$ cat config.mk
export PLATFORM = sky130hd
export DESIGN_NAME = sd_rd_arbiter
export DESIGN_NICKNAME = d
export VERILOG_FILES = /design/src/rtl/sd_rd_arbiter.sv
export SDC_FILE = /design/constraint.sdc
export NUM_CORES = 1
export LEC_CHECK = 0
export CAP_MARGIN = 30
export CORE_MARGIN = 2
export CORE_UTILIZATION = 40
export DETAILED_ROUTE_END_ITERATION = 7
export PLACE_DENSITY = 0.76
export SYNTH_ARGS = -nofsm -noshare
export SYNTH_HDL_FRONTEND = slang
export SYNTH_SLANG_ARGS = --single-unit
$ cat constraint.sdc
create_clock -name clk_32 -period 2.1 [get_ports clk_32]
set_input_delay 0.21 -clock clk_32 [delete_from_list [all_inputs] [get_ports clk_32]]
set_output_delay 0.21 -clock clk_32 [all_outputs]
set_load 0.01 [all_outputs]
$ cat src/rtl/sd_rd_arbiter.sv
// Round-robin arbiter sharing one SD sector reader between the two floppy read requesters.
// Grants one drive at a time, latches its LBA and routes the reader handshake back to it.
module sd_rd_arbiter #(
    parameter int LBA_W = 32,
    parameter int TMO_W = 20
) (
    input  logic             clk_32,
    input  logic             reset,
    input  logic [1:0]       req_rd,
    input  logic [LBA_W-1:0] req_lba0,
    input  logic [LBA_W-1:0] req_lba1,
    output logic [1:0]       req_ack,
    output logic [1:0]       req_strobe,
    output logic [1:0]       req_done,
    output logic [1:0]       req_err,
    output logic             rstart,
    output logic [LBA_W-1:0] rsector,
    input  logic             rbusy,
    input  logic             rdone,
    input  logic             outen,
    output logic [1:0]       grant
);

    typedef enum logic [1:0] {IDLE, START, BUSY, RELEASE} state_t;

    // Last START cycle before abort: rstart stays high for 2^TMO_W-1 cycles in total.
    localparam logic [TMO_W-1:0] TMO_LAST = {{(TMO_W-1){1'b1}}, 1'b0};

    state_t             state_q;
    logic               owner_q;
    logic               rr_ptr_q;
    logic [1:0]         grant_q;
    logic [1:0]         ack_q;
    logic [1:0]         done_q;
    logic [1:0]         err_q;
    logic               rstart_q;
    logic [LBA_W-1:0]   rsector_q;
    logic [TMO_W-1:0]   cnt_q;

    logic               owner_d;
    logic [TMO_W-1:0]   cnt_d;

    // NOTE: every always_comb output gets a value on every path, so no latch is inferred.
    always_comb begin
        owner_d = (req_rd == 2'b11) ? rr_ptr_q : req_rd[1];
        cnt_d   = cnt_q + 1'b1;
    end

    // NOTE: sequential state uses non-blocking assignments only, so all registers
    // update together at the edge regardless of statement order.
    always_ff @(posedge clk_32 or posedge reset) begin
        if (reset) begin
            state_q   <= IDLE;
            owner_q   <= 1'b0;
            rr_ptr_q  <= 1'b0;
            grant_q   <= 2'b00;
            ack_q     <= 2'b00;
            done_q    <= 2'b00;
            err_q     <= 2'b00;
            rstart_q  <= 1'b0;
            rsector_q <= '0;
            cnt_q     <= '0;
        end else begin
            done_q <= 2'b00;
            err_q  <= 2'b00;
            case (state_q)
                IDLE: begin
                    if (|req_rd) begin
                        owner_q   <= owner_d;
                        grant_q   <= owner_d ? 2'b10 : 2'b01;
                        ack_q     <= owner_d ? 2'b10 : 2'b01;
                        rsector_q <= owner_d ? req_lba1 : req_lba0;
                        rr_ptr_q  <= ~owner_d;
                        rstart_q  <= 1'b1;
                        cnt_q     <= '0;
                        state_q   <= START;
                    end
                end
                START: begin
                    if (rbusy) begin
                        rstart_q <= 1'b0;
                        cnt_q    <= '0;
                        state_q  <= BUSY;
                    end else if (cnt_q == TMO_LAST) begin
                        rstart_q <= 1'b0;
                        ack_q    <= 2'b00;
                        done_q   <= grant_q;
                        err_q    <= grant_q;
                        cnt_q    <= '0;
                        state_q  <= RELEASE;
                    end else begin
                        cnt_q <= cnt_d;
                    end
                end
                BUSY: begin
                    if (rdone || !rbusy) begin
                        ack_q   <= 2'b00;
                        done_q  <= grant_q;
                        state_q <= RELEASE;
                    end
                end
                RELEASE: begin
                    // Wait for the owner to drop its level so a held request never retriggers.
                    if (!req_rd[owner_q]) begin
                        grant_q <= 2'b00;
                        state_q <= IDLE;
                    end
                end
                default: state_q <= IDLE;
            endcase
        end
    end

    assign req_strobe = (state_q == BUSY) ? (grant_q & {2{outen}}) : 2'b00;
    assign req_ack    = ack_q;
    assign req_done   = done_q;
    assign req_err    = err_q;
    assign rstart     = rstart_q;
    assign rsector    = rsector_q;
    assign grant      = grant_q;

endmodule

==> summary.md <==
| Metric | Value |
|---|---|
| Slew @ Worst Pin | 465.8 ps |
| Die W | around 90 um |
| Setup Viol. Count Final | 0 |
| Worst IR Drop VDD | 0.0006500 V |
| Clk_skew | roughly 11 ps |
| Design Area, Final | 4757 um2 |
| GR Util All Layers | 0.2107 |
| Worst EP required | ~1900 ps |
| Clk pin slew, worst setup/hold paths | about 80 ps |
| CTS Buf Count | 9 |
| Worst Setup End Kind | primary output |
| Nets | just over 500 |
| I/O Buffers | 113 |
| Warnings from Yosys | 0 |
| Share of cells above drive strength 1 | 0.1078 |
| Final total power | around 5.7 mW |
| I/O pin cnt | roughly 110 |
| Minimum period implied by the final worst setup slack | between 1500 and 2000 ps |
| Total grt overflow | 0 |
| Vias per Instance | about 5.4 |
| Placer congestion estimate | just under 0.9 |
| Cell taking the most area after synthesis | dfrtp_1 |
| WL per Instance | approximately 16 um |
| Final Max Tran Viols | 0 |
| Setup tns final | 0 ps |
| Leak Pwr | 2.204 nW |
| CTS tree | yes |
| Largest net degree at the start of global routing | 40 |
| Avg Inst Size Synth | around 10 um2 |
| Post-route ant nets | 0 |
| PwrDens | roughly 1200 nW/um2 |
| Slowest stage delay, CP | ~550 ps |
| Predominant post-synthesis flop cell | dfrtp_1 |
| Detailed Routing Iterations Pass 1 | 7 |
| # diodes | 0 |
| Routed vias | approximately 2900 |
| Initial Util | 0.4084 |
| Cell Rows | 32 |
| Most common cell after layout, fill and taps aside | clkdlybuf4s50_1 |
| Critical Path Fanout Max | 4 |
| RSZ-0062 raised after global routing | no |
| Fmax | approximately 500 MHz |
| Finished Layout Cells | about 540 |
| CTS H-Tree Depth | 3 |
| Post-synth EDFFs | 0 |
| Vias in the first global route | 2907 |
| Clock sinks | 65 |
| Buffer count from post-CTS setup fixing | 0 |
| Slowest-stage cell, CP | clkdlybuf4s50_1 |
| Final Hold Viols | 0 |
| Most frequent cells in the layout | clkdlybuf4s50_1, dfrtp_1, inv_1 |
| WL final | 8670 um |
| Critical path arrival | 1780 ps |
| Worst hold slack | 210.5 ps |
| Clk Latency, worst-skew pair | roughly 340 ps |
| Initial antenna violation count | 0 |
| Async S/R FF share, synth | 1.000 |
| Die Ht | slightly above 90 um |
| First-pass GRT wire length | approximately 14000 um |
| DRC | 0 |
| Headroom to the max-slew limit | 0.6891 |
| Area delta synth->final | 52.32% |
| Ranking of synthesized cells by area | dfrtp_1, a222oi_1, inv_1 |
| Fin crit share | 0.9469 |
| Post-Synthesis Cells | between 300 and 400 |
| Clock Path Buffers | 2 |
| Seq/Total Area, Yosys | 0.5208 |
| CP Launch Type | flip-flop |
| Yosys top cell area share | 0.5208 |
| Die ar. | 8530 um2 |
| CTS Root Buffer Type | clkbuf_8 |
| Yosys reg bits | 65 |
| Core area | between 7000 and 8000 um2 |
| Dpl cell area | approximately 4500 um2 |
| Placed cells | between 500 and 600 |
| Hold WC Path Type | primary input to async pin |
| First DRT Iteration DRCs | around 230 |
| Synthesized area | between 3000 and 4000 um2 |
| Status | completed |
| HPWL Detailed | 6440 um |
| Worst path cell trace | inv_1 -> ha_1 -> and3_1 -> clkdlybuf4s50_1 |
| Post-Syn Nets | between 300 and 400 |
| Post-synth cell types | 47 |
| Critical path start-end classification | flip-flop to primary output |
| Number of max-cap violations | 0 |
worst max-delay path, delay by kind of cell (launching register included):
family,cells,cell delay (ps)
AND/OR/NAND/NOR,1,170
buffers and inverters,2,670
adder cells (fa/ha/maj),1,230
flip-flops,1,380
what timing repair did:
item,CTS,global route
gates resized for setup,1,1
hold endpoints to repair,0,0
hold buffers,0,0
setup endpoints to repair,1,3
layout make-up:
cell class	count	area [um2]
fill	620	2890
sequential	65	1627
timing repair buffer	133	1326
multi-input combinational	181	1294
inverter	41	153.9
clock buffer	10	137.6
tap	102	127.6
clock inverter	6	91.34
cell usage after synthesis, types with 2 or more instances:
master     number
and3_1          7
nor3_1          3
nand4_1         7
clkbuf_1       10
nor2b_1         2
nor2_1         24
dfrtp_1        65
o2bb2ai_1       2
nand3_1        14
inv_1          41
o21ai_0         4
a21oi_1         4
a222oi_1       32
ha_1            8
and2_1          3
nand2_1        14
or4_1           3
o211ai_1        2
xor2_1          6
xnor2_1         5
o31ai_1         4
o21ai_1         4
mux2_1          2
nand2b_1        4
and4_1          2
buf_2           2
nor4_1          2
a21boi_1        2
a21o_1          4
a31oi_1         2
sequential cells by signal, indices dropped and copies added (netlist names), 2 cells and up:
signal and count:
req_done 2, rsector 32, req_err 2, grant 2
state_q 2, cnt_q 20, req_ack 2
layer usage:
metal | vias to the layer above | share of wire | GRT usage
li1 | 1363 | - | -
met1 | 1415 | 0.41 | 0.2598
met2 | 107 | 0.50 | 0.3479
met3 | 11 | 0.069 | 0.05452
met4 | 0 | 0.017 | 0.09453
met5 | - | 0 | 0
cells by family (layout without fill, tap and decap cells):
| family | Yosys count | in the layout | synth area share |
|---|---|---|---|
| multiplexers | 3 | 3 | 0.01042 |
| XOR/XNOR | 11 | 11 | 0.03085 |
| AND/OR/NAND/NOR | 93 | 93 | 0.1599 |
| flip-flops | 65 | 65 | 0.5208 |
| buffers and inverters | 55 | 190 | 0.06931 |
| adder cells (fa/ha/maj) | 8 | 8 | 0.03205 |
| AO/OA/AOI/OAI | 66 | 66 | 0.1767 |
path summary, 6_finish.rpt:
| kind | start | end | slack [ps] | depth (start not counted) |
|---|---|---|---|---|
| hold reg to reg | req_ack[1] | req_ack[1] | 500 | 1 |
| min in group clk_32 | req_lba1[25] | rsector[25] | 460 | 3 |
| setup / recovery | state_q[0] | req_strobe[1] | 110 | 4 |
| setup reg to reg | state_q[0] | cnt_q[8] | 140 | 8 |
| max in group asynchronous | reset | rsector[13] | 1320 | 3 |
| hold / removal | reset | rsector[22] | 210 | 2 |
power breakdown:
group | switching, mW | internal [mW]
sequential | 0.242 | 1.64
combinational | 1.26 | 1.38
clock | 0.504 | 0.702
stage by stage:
step / util / setup WS (ps)
finish: 0.6221 / 111.5
floorplan: - / 174.4
global placement: 0.5879 / -201.9
global route: 0.6221 / 11.04
CTS: 0.6217 / 83.62
detailed placement: 0.5915 / 9.832
Power figures use the tool's default switching activity.
